<file path="config.mk">
export PLATFORM = sky130hd
export DESIGN_NAME = arbitro_terminais
export DESIGN_NICKNAME = d
export VERILOG_FILES = /design/src/rtl/pkg_controle_acesso.sv /design/src/rtl/controle_terminal.sv /design/src/rtl/arbitro_terminais.sv
export SDC_FILE = /design/constraint.sdc
export NUM_CORES = 1
export LEC_CHECK = 0
export BUFFER_PORTS_ARGS = -buffer_cell sky130_fd_sc_hd__buf_2
export CAP_MARGIN = 40
export CORE_ASPECT_RATIO = 0.75
export CORE_UTILIZATION = 24
export CTS_BUF_LIST = sky130_fd_sc_hd__clkbuf_16
export DETAILED_ROUTE_END_ITERATION = 10
export GPL_ROUTABILITY_DRIVEN = 1
export PLACE_DENSITY = 0.43
export SYNTH_ARGS = -nofsm -noshare
export SYNTH_HDL_FRONTEND = slang
export SYNTH_HIERARCHICAL = 1
export SYNTH_SLANG_ARGS = --single-unit
</file>
<file path="constraint.sdc">
create_clock -name CLK -period 2.8 [get_ports CLK]
set_clock_uncertainty 0.05 [all_clocks]
set_input_delay 0.14 -clock CLK [delete_from_list [all_inputs] [get_ports CLK]]
set_output_delay 0.14 -clock CLK [all_outputs]
set_load 0.005 [all_outputs]
</file>
<file path="src/rtl/pkg_controle_acesso.sv">
// rtl/pkg_controle_acesso.sv - shared types, widths and permission rule for the terminal arbiter
package pkg_controle_acesso;

    localparam int unsigned FUNC_NENHUMA    = 0;
    // Widest packed channel bus the slice helper can take.
    localparam int unsigned LARG_BARRAMENTO = 256;

    typedef enum logic {
        IDLE = 1'b0,
        BUSY = 1'b1
    } estado_t;

    function automatic int max_int(input int a, input int b);
        return (a > b) ? a : b;
    endfunction

    function automatic int larg_bits(input int n);
        return max_int(1, $clog2(n));
    endfunction

    function automatic logic perm_ok(input logic [31:0] usr, input logic [31:0] func,
                                     input logic [31:0] tsel, input int n_term);
        return (func != FUNC_NENHUMA) && (func <= usr) && (tsel < n_term);
    endfunction

    function automatic logic [31:0] fatia(input logic [LARG_BARRAMENTO-1:0] bus,
                                          input int unsigned idx, input int unsigned w);
        return 32'((bus >> (idx * w)) & ~({LARG_BARRAMENTO{1'b1}} << w));
    endfunction

endpackage

</file>
<file path="src/rtl/controle_terminal.sv">
// rtl/controle_terminal.sv - per-terminal session FSM with round-robin grant and hold counter
module controle_terminal
    import pkg_controle_acesso::*;
#(
    parameter int N_CANAIS    = 2,
    parameter int W_FUNC      = 3,
    parameter int HOLD_CICLOS = 8,
    localparam int CW         = larg_bits(N_CANAIS),
    localparam int WC         = $clog2(HOLD_CICLOS + 1)
) (
    input  logic                       clk,
    input  logic                       rst_n,
    input  logic [N_CANAIS-1:0]        cand,
    input  logic [N_CANAIS*W_FUNC-1:0] func_bus,
    output logic [N_CANAIS-1:0]        gnt,
    output logic                       t_valid,
    output logic [W_FUNC-1:0]          t_func,
    output logic [CW-1:0]              t_owner
);

    localparam logic [WC-1:0] RECARGA = WC'(HOLD_CICLOS - 1);
    localparam logic [CW-1:0] PTR_INI = CW'(N_CANAIS - 1);

    estado_t             estado_q, estado_d;
    logic [WC-1:0]       cnt_q, cnt_d;
    logic [CW-1:0]       ptr_q, ptr_d;
    logic [CW-1:0]       owner_q, owner_d;
    logic [N_CANAIS-1:0] gnt_q, gnt_d;
    logic                valid_q, valid_d;
    logic [W_FUNC-1:0]   func_q, func_d;
    logic [CW-1:0]       cand_idx, vencedor;
    logic                achou;

    // First candidate strictly after the pointer, wrapping at N_CANAIS.
    always_comb begin
        achou    = 1'b0;
        vencedor = '0;
        cand_idx = '0;
        for (int k = 1; k <= N_CANAIS; k++) begin
            cand_idx = CW'((int'(ptr_q) + k) % N_CANAIS);
            if (!achou && cand[cand_idx]) begin
                achou    = 1'b1;
                vencedor = cand_idx;
            end
        end
    end

    always_comb begin
        estado_d = estado_q;
        cnt_d    = cnt_q;
        ptr_d    = ptr_q;
        owner_d  = owner_q;
        gnt_d    = '0;
        valid_d  = valid_q;
        func_d   = func_q;
        case (estado_q)
            IDLE: begin
                if (achou) begin
                    gnt_d[vencedor] = 1'b1;
                    func_d          = func_bus[vencedor*W_FUNC +: W_FUNC];
                    owner_d         = vencedor;
                    valid_d         = 1'b1;
                    cnt_d           = RECARGA;
                    ptr_d           = vencedor;
                    estado_d        = BUSY;
                end
            end
            BUSY: begin
                // Owner refresh wins over expiry in the same cycle.
                if (cand[owner_q]) begin
                    gnt_d[owner_q] = 1'b1;
                    func_d         = func_bus[owner_q*W_FUNC +: W_FUNC];
                    cnt_d          = RECARGA;
                end else if (cnt_q == '0) begin
                    valid_d  = 1'b0;
                    func_d   = '0;
                    owner_d  = '0;
                    estado_d = IDLE;
                end else begin
                    cnt_d = cnt_q - 1'b1;
                end
            end
            default: estado_d = IDLE;
        endcase
    end

    always_ff @(posedge clk or negedge rst_n) begin
        if (!rst_n) begin
            estado_q <= IDLE;
            cnt_q    <= '0;
            ptr_q    <= PTR_INI;
            owner_q  <= '0;
            gnt_q    <= '0;
            valid_q  <= 1'b0;
            func_q   <= '0;
        end else begin
            estado_q <= estado_d;
            cnt_q    <= cnt_d;
            ptr_q    <= ptr_d;
            owner_q  <= owner_d;
            gnt_q    <= gnt_d;
            valid_q  <= valid_d;
            func_q   <= func_d;
        end
    end

    assign gnt     = gnt_q;
    assign t_valid = valid_q;
    assign t_func  = func_q;
    assign t_owner = owner_q;

endmodule

</file>
<file path="src/rtl/arbitro_terminais.sv">
// rtl/arbitro_terminais.sv - permission check and per-terminal round-robin session arbiter
module arbitro_terminais
    import pkg_controle_acesso::*;
#(
    parameter int N_CANAIS    = 2,
    parameter int N_TERMINAIS = 2,
    parameter int W_USR       = 3,
    parameter int W_FUNC      = 3,
    parameter int HOLD_CICLOS = 8,
    localparam int CW         = larg_bits(N_CANAIS),
    localparam int TW         = larg_bits(N_TERMINAIS)
) (
    input  logic                          CLK,
    input  logic                          RST_N,
    input  logic [N_CANAIS-1:0]           REQ,
    input  logic [N_CANAIS*W_USR-1:0]     USR,
    input  logic [N_CANAIS*W_FUNC-1:0]    FUNC,
    input  logic [N_CANAIS*TW-1:0]        TSEL,
    output logic [N_CANAIS-1:0]           GNT,
    output logic [N_CANAIS-1:0]           DENY,
    output logic [N_TERMINAIS-1:0]        T_VALID,
    output logic [N_TERMINAIS*W_FUNC-1:0] T_FUNC,
    output logic [N_TERMINAIS*CW-1:0]     T_OWNER
);

    logic [W_USR-1:0]    usr_c  [N_CANAIS];
    logic [W_FUNC-1:0]   func_c [N_CANAIS];
    logic [TW-1:0]       tsel_c [N_CANAIS];
    logic [N_CANAIS-1:0] perm;
    logic [N_CANAIS-1:0] deny_d, deny_q;
    logic [N_CANAIS-1:0] cand   [N_TERMINAIS];
    logic [N_CANAIS-1:0] gnt_t  [N_TERMINAIS];
    logic [N_CANAIS-1:0] gnt_or;

    for (genvar i = 0; i < N_CANAIS; i++) begin : g_canal
        assign usr_c[i]  = W_USR'(fatia(LARG_BARRAMENTO'(USR), i, W_USR));
        assign func_c[i] = W_FUNC'(fatia(LARG_BARRAMENTO'(FUNC), i, W_FUNC));
        assign tsel_c[i] = TW'(fatia(LARG_BARRAMENTO'(TSEL), i, TW));
        assign perm[i]   = perm_ok(32'(usr_c[i]), 32'(func_c[i]), 32'(tsel_c[i]), N_TERMINAIS);
    end

    // Refused requests are filtered here and never reach any terminal.
    always_comb begin
        deny_d = REQ & ~perm;
        cand   = '{default: '0};
        for (int t = 0; t < N_TERMINAIS; t++) begin
            for (int i = 0; i < N_CANAIS; i++) begin
                cand[t][i] = REQ[i] & perm[i] & (tsel_c[i] == TW'(t));
            end
        end
    end

    always_ff @(posedge CLK or negedge RST_N) begin
        if (!RST_N) begin
            deny_q <= '0;
        end else begin
            deny_q <= deny_d;
        end
    end

    for (genvar t = 0; t < N_TERMINAIS; t++) begin : g_term
        controle_terminal #(
            .N_CANAIS    (N_CANAIS),
            .W_FUNC      (W_FUNC),
            .HOLD_CICLOS (HOLD_CICLOS)
        ) u_terminal (
            .clk      (CLK),
            .rst_n    (RST_N),
            .cand     (cand[t]),
            .func_bus (FUNC),
            .gnt      (gnt_t[t]),
            .t_valid  (T_VALID[t]),
            .t_func   (T_FUNC[t*W_FUNC +: W_FUNC]),
            .t_owner  (T_OWNER[t*CW +: CW])
        );
    end

    always_comb begin
        gnt_or = '0;
        for (int t = 0; t < N_TERMINAIS; t++) begin
            gnt_or = gnt_or | gnt_t[t];
        end
    end

    assign GNT  = gnt_or;
    assign DENY = deny_q;

endmodule
</file>
==> results of run 1 <==
## repair_timing
item                                    4_1_cts  5_1_grt
hold endpoints to repair                     26        0
hold buffers                                  1        0
endpoints found under the setup margin        0        0
resized for setup                             0        0
## routing by layer
layer | routed length [um] | track usage | up-vias
li1 | - | - | 744
met3 | 180 | 0.0301 | 6
met4 | 72 | 0.0357 | 0
met2 | 1530 | 0.143 | 36
met1 | 2510 | 0.196 | 655
met5 | 0 | 0 | -
## worst max path at each step
stage	startpoint	end	slack (ps)	cells after the start
5_1_grt	USR[5]	g_term[0].u_terminal/t_func[2]	370	11
4_1_cts	FUNC[5]	g_term[0].u_terminal/t_func[2]	630	10
3_5_place_dp	FUNC[5]	g_term[0].u_terminal/t_func[2]	340	10
3_3_place_gp	FUNC[5]	g_term[0].u_terminal/t_func[2]	320	10
6_report	FUNC[5]	g_term[0].u_terminal/t_func[2]	630	10
2_1_floorplan	USR[2]	g_term[1].u_terminal/t_func[0]	480	9
## worst register-to-register path: stages, from the launching register on
cell	delay (ps)
dfrtp_1	650
inv_1	200
a2111oi_4	500
nor2_2	140
mux2_4	320
## cell type report
cell class	instances	area share
multi-input cells	133	0.454
inverters	15	0.0257
well taps	98	0.0559
flip-flops and latches	28	0.320
clock inverters	1	0.0137
clock buffers	3	0.0342
repair buffers	38	0.0958
## power groups by stage
stage | Clock [mW] | Sequential, mW | Combinational, mW
floorplan | 0 | 0.646 | 0.545
global placement | 0 | 0.718 | 0.695
detailed placement | 0 | 0.715 | 0.685
CTS | 0.442 | 0.710 | 0.689
global route | 0.461 | 0.737 | 0.768
finish | 0.425 | 0.710 | 0.686
## sequential cells by signal (all words and copies together) (netlist names)
name	count
g_term.u_terminal/t_owner	2
g_term.u_terminal/gnt	4
g_term.u_terminal/t_valid	2
g_term.u_terminal/cnt_q	8
g_term.u_terminal/estado_q	2
DENY	2
g_term.u_terminal/ptr_q	2
g_term.u_terminal/t_func	6
## cell families (layout without fill, tap and decap cells)
logic type                 after synthesis  after routing
buffers and inverters                   22             57
AOI/OAI and AO/OA                       59             59
muxes                                    6              6
and+or+nand+nor                         60             60
adders and majority gates                8              8
DFF                                     28             28
## layout by cell type, fill, tap and decap left out, drive strengths merged
cell type | Yosys | layout
and3 | 4 | 4
a21boi | 2 | 2
a21oi | 18 | 18
o211a | 2 | 2
dlygate4sd3 | 0 | 1
buf | 5 | 37
a31oi | 2 | 2
o2bb2ai | 2 | 2
a21bo | 2 | 2
o22ai | 1 | 1
a41oi | 2 | 2
mux2 | 6 | 6
a22o | 2 | 2
a221oi | 2 | 2
a22oi | 6 | 6
a32oi | 6 | 6
nor2b | 4 | 4
nor2 | 6 | 6
nand2b | 3 | 3
or2 | 2 | 2
dfstp | 2 | 2
a2111oi | 2 | 2
a21o | 4 | 4
bufinv | 0 | 1
dfrtp | 26 | 26
o21a | 2 | 2
nor3b | 2 | 2
nand3b | 4 | 4
nand2 | 23 | 23
clkbuf | 2 | 3
ha | 8 | 8
nor3 | 8 | 8
o21ai | 4 | 4
inv | 15 | 15
or3 | 2 | 2
nor4b | 2 | 2
## through the flow
step / power [mW] / hold slack (ps) / setup slack, ps
after global placement: 1.41 / 171 / 321
after global routing: 1.97 / 65.6 / 368
final: 1.82 / 72.7 / 625
after detailed placement: 1.40 / 167 / 344
after CTS: 1.84 / 67.5 / 632
after floorplan: 1.19 / -206 / 481
==> results.md, run 1 <==
- Synth area leaders: dfrtp_1, ha_1, nand2_1
- Starting Density: 0.257
- Fin nets: 245
- Critical path launch point type: input pin
- Critical path's most frequent cell: a21oi_1
- Final min period: 2170 ps
- Commonest cells in the netlist: dfrtp_1, nand2_1, a21oi_1, inv_1, ha_1
- Crit path cell chain: buf_2 > ha_1 > a21oi_1 > a21oi_2 > nor4b_2 > buf_4 > a21boi_0 > a21oi_1 > a22oi_1 > mux2_1
- Flops & latches, synth: 28
- CTS root buffer: clkbuf_16
- CTS tree: yes
- Max-slew headroom: 0.569
- Slew Limit Fails: 0
- Slowest-stage cell, CP: a21boi_0
- H-Tree Depth: 1
- Crit path buf inv count: 2
- Final-report hold violation count: 0
- Worst setup EP type: flop
- Hold WC Path Type: in -> reg
- Crit path max-delay family: compound AO/OA/AOI/OAI gates
- Initial antenna violation count: 0
- Largest family of logic cells by synthesized area: compound AO/OA/AOI/OAI gates
- Power Density: 830 nW/um2
- Grt total ovfl: 0
- Reg2reg start: g_term[1].u_terminal/estado_q
- Clock slew at reported path FFs: 70 ps
- CTS sink cnt: 28
- EDFF count, synth: 0
- Outcome: complete, no violations
- Hold_sp: REQ[0]
- Longest Clk Path Bufs: 2
- Warning count from the yosys run: 6
- RR Endpoint: g_term[1].u_terminal/t_func[2]
- Post-synthesis compound-gate area fraction: 0.255
- FF+latch area: 703 um2
- Simple-gate share of the synthesized area: 0.199
- Flop-to-flop setup slack: about 840 ps
- Flop pwr share: 0.390
- Max-Cap Viols: 0
- Combinational share of power: 0.376
- Post-Syn Area: 1800 um2
- Core area: ~7000 um2
- Fraction of registers with async set/reset: 1.00
- Via count: 1441
- Switching portion of total power: 0.353
- Share of cells above drive strength 1: 0.294
- DR iter-0 viols: 84
- Most used DFF post-synth: dfrtp_1
- ANT nets after route: 0
- Vias in the first global route: 1329
- Cts bufs inserted: 3
- Most common cell in the netlist: dfrtp_1
- Routability Congestion: between 0.7 and 0.8
- Seq/Total Area, Yosys: 0.390
- IO Port Bufs: 31
- Final wirelength: 4.30 mm
- Average wire per standard cell: between 10 and 15 um
- Pint: 1.18 mW
- WHS Path Cells: 2
- Post-route clock period utilization: 0.777
- CP required: 2960 ps
- Clk pwr share: 0.234
- Synth cell types: 44
- Global-route wire length before repair: 7.11 mm
- Gr usage total: 0.119
- Net count after synthesis: 209
- Mean number of vias per cell: 4.56
- Synth Area in XOR/XNOR: 0
- Clk_lat worst skew: 260 ps
- Switching power: 0.643 mW
- Post-CTS repair timing setup buffer count: 0
- Post-synth top area share: 0.361
- Synth Area per Inst: ~9.9 um2
- Critical path class: in -> reg
- CP peak stage delay: around 370 ps
- Footprint of the multi-input gates: 997 um2
- Worst Path Arrival: 2330 ps
- P_leak: a little over 1 nW
- Setup Viol. Count Final: 0
- Placed cell areas: 2080 um2
- Num rows: 26
- Maximum vdd ir drop: 0.000281 V
- DR pass1 iterations: 4
- Final instance area: 2190 um2
- Antenna diodes: 0
- Area added between synthesis and finish: 21.6%
- Ports: 32
- RSZ-0062 raised after global routing: false
- Worst slew pin tran: between 600 and 700 ps
- Fmax: 0.460 GHz
- Reg2reg path depth: 4
- Die width: between 100 and 150 um
- Mux cell area share after synthesis: 0.0437
- Inst Count DP: between 300 and 400
- Finished Core Util: 0.312
- Finished Layout Cells: 316
- Area leader, netlist: dfrtp_1
- Post-DP HPWL: 3.28 mm
- Die area: 7870 um2
- Synth Area in Adders: 0.0555
- Fillers: around 760
- Total Neg Setup Slack: 0 ps
- Hold Path End: DENY[0]
- Residual DRC: 0
- Worst-path fanout max: 8
- DIE HEIGHT: 77.1 um
- Gate Count Post-Synth: about 180
- Largest net degree at the start of global routing: 29
No activity file was read; power rests on OpenSTA's default activity.
==> run 2, diff against run 1 <==
Settings changed: PLACE_DENSITY 0.43 to 0.44.
Clock period 2.8 ns to 2 ns, I/O delays scaled along.
==> run 2 against run 1 <==
Net effect: final area grew 11%; final cell count grew 7.3%; die area is the same; largest power group is now combinational cells.
==> results.md, run 2 (synthesis gave the netlist of run 1 again) <==
- Outcome: complete, no violations
- Worst Path Arrival: 1960 ps (-370 ps)
- Die area: 7870 um2 (unchanged)
- Fin nets: 268 (+9.4%)
- RSZ-0062 raised after global routing: false
- DR pass1 iterations: 4 (unchanged)
- Share of cells above drive strength 1: 0.390 (+0.0965)
- H-Tree Depth: 1 (unchanged)
- Flop pwr share: 0.344 (-0.046)
- Combinational share of power: 0.431 (+0.055)
- Power Density: 1110 nW/um2 (+34%)
- Vias in the first global route: 1520 (+14%)
- Switching portion of total power: 0.349 (-0.00410)
- CTS tree: yes
- Flop-to-flop setup slack: 270 ps (-570 ps)
- Most flops, register: g_term.u_terminal/cnt_q
- Worst setup EP type: flop
- Ports: 32 (unchanged)
- Via count: 1550 (+7.6%)
- Mean number of vias per cell: 4.57 (+0.27%)
- Core area: 7030 um2 (unchanged)
- Max-slew headroom: 0.563 (-0.00644)
- Initial antenna violation count: 0 (unchanged)
- Finished Layout Cells: 339 (+7.3%)
- Inst Count DP: 334 (+7.4%)
- Hold Path End: DENY[0]
- Clk_lat worst skew: 270 ps (about the same)
- CTS root buffer: clkbuf_16
- Critical path launch point type: input pin
- Grt total ovfl: 0 (unchanged)
- ANT nets after route: 0 (unchanged)
- IO Port Bufs: 31 (unchanged)
- Critical path class: in -> reg
- Setup Viol. Count Final: 0 (unchanged)
- Die width: 102 um (unchanged)
- Most frequent cells in the layout: buf_2, buf_4, dfrtp_1
- Hold_sp: REQ[0]
- WHS: 23.4 ps (-49.3 ps)
- Clk pwr share: 0.225 (-0.009)
- Final min period: roughly 1900 ps
- CTS sink cnt: 28 (unchanged)
- Residual DRC: 0 (unchanged)
- RR Endpoint: g_term[1].u_terminal/t_func[0]
- Gr usage total: 0.123 (+0.00444)
- Max-Cap Viols: 0 (unchanged)
- Commonest non-fill, non-tap cell in the layout: buf_2
- Reg2reg path depth: 6 (+2)
- CP required: 2100 ps (-860 ps)
- Fmax: 0.537 GHz
- Post-DP HPWL: 3.51 mm (+6.8%)
- WHS Path Cells: 2 (unchanged)
- Worst slew pin tran: 656 ps (+9.66 ps)
- Post-route clock period utilization: 0.931
- Final-report hold violation count: 0 (unchanged)
- Global-route wire length before repair: 7.47 mm (+5.0%)
- Final wirelength: 4.54 mm (+5.6%)
- Total power: 2.72 mW (+49%)
- Average wire per standard cell: 13.4 um (-1.6%)
- DR iter-0 viols: 102 (+21%)
- Hold WC Path Type: in -> reg
- Max FFs per register: 8 (unchanged)
- Routability Congestion: 0.703 (-3.0%)
- Num rows: 26 (unchanged)
- DIE HEIGHT: 77.1 um (unchanged)
- Reg2reg start: g_term[1].u_terminal/cnt_q[0]
- Switching power: 0.947 mW (+47%)
- Slew Limit Fails: 0 (unchanged)
- Largest net degree at the start of global routing: 29 (unchanged)
- Clock slew at reported path FFs: 80 ps (about the same)
- Maximum vdd ir drop: 0.000441 V (+57%)
- P_leak: 1.17 nW (+13%)
- Longest Clk Path Bufs: 2 (unchanged)
- Worst-path fanout max: 5 (-3)
- Antenna diodes: 0 (unchanged)
- Pint: 1.77 mW (+50%)
- Starting Density: 0.257 (unchanged)
- Cts bufs inserted: 3 (unchanged)
- Area added between synthesis and finish: 35.2%
- Post-CTS repair timing setup buffer count: 0 (unchanged)
==> run 2: changes by cell type in the layout (fill, tap and decap cells not counted), sizes merged <==
| cell | before | now |
|---|---|---|
| buf | 37 | 60 |
==> run 2: layout make-up <==
type	count	area, um2
clock buffers	3	75.1
clock inverters	1	30.0
fillers	742	4590
inverters	15	56.3
multi-input cells	133	1070
flip-flops and latches	28	703
well taps	98	123
repair buffers	61	383
==> run 2: power by group through the flow <==
| stage | Combinational, mW | Clock [mW] | Sequential [mW] |
|---|---|---|---|
| final | 1.17 | 0.611 | 0.934 |
| after global routing | 1.32 | 0.647 | 0.964 |
| after CTS | 1.19 | 0.619 | 0.936 |
| after detailed placement | 1.17 | 0 | 0.947 |
| after global placement | 1.18 | 0 | 0.946 |
| after floorplan | 0.782 | 0 | 0.904 |
==> run 2: worst max-delay path, cell delays in order <==
cell and delay, ps:
buf_2 100, inv_1 80, ha_4 210, a21oi_2 140, a21oi_2 100, nor4b_4 350, buf_4 190, a21bo_2 240
nand2_1 70, a22oi_1 70, mux2_1 300
==> run 2: repair_timing <==
action,4_1_cts,5_1_grt
gates resized for setup,0,1
hold buffers,1,0
hold endpoints to repair,26,0
setup endpoints to repair,0,3
==> run 2: stage by stage <==
stage	area, um2	setup slack (ps)	setup TNS (ps)	util
final	2440	137	0	0.347
after global routing	2440	19.8	0	0.347
after CTS	2430	113	0	0.347
after detailed placement	2320	-147	-1070	0.330
after global placement	2320	-123	-889	0.330
after floorplan	1870	-12.7	-56.1	-
==> run 2: layer usage <==
layer | share of wire | vias to the layer above | GRT usage | wire [um]
met1 | 0.57 | 720 | 0.198 | 2600
met3 | 0.068 | 2 | 0.0237 | 307
met4 | 0.0059 | 0 | 0.0214 | 27
li1 | - | 783 | - | -
met2 | 0.35 | 45 | 0.166 | 1600
met5 | 0 | - | 0 | 0
==> run 2: worst max-delay path by stage <==
stage | from | endpoint | slack, ps | cells after the start
global placement | USR[4] | g_term[0].u_terminal/t_func[0] | -120 | 10
floorplan | USR[2] | g_term[1].u_terminal/t_func[0] | -10 | 9
detailed placement | USR[4] | g_term[0].u_terminal/t_func[2] | -150 | 10
CTS | USR[4] | g_term[0].u_terminal/t_func[0] | 110 | 10
finish | USR[5] | g_term[0].u_terminal/t_func[0] | 140 | 11
global route | USR[5] | g_term[0].u_terminal/cnt_q[3] | 20 | 11
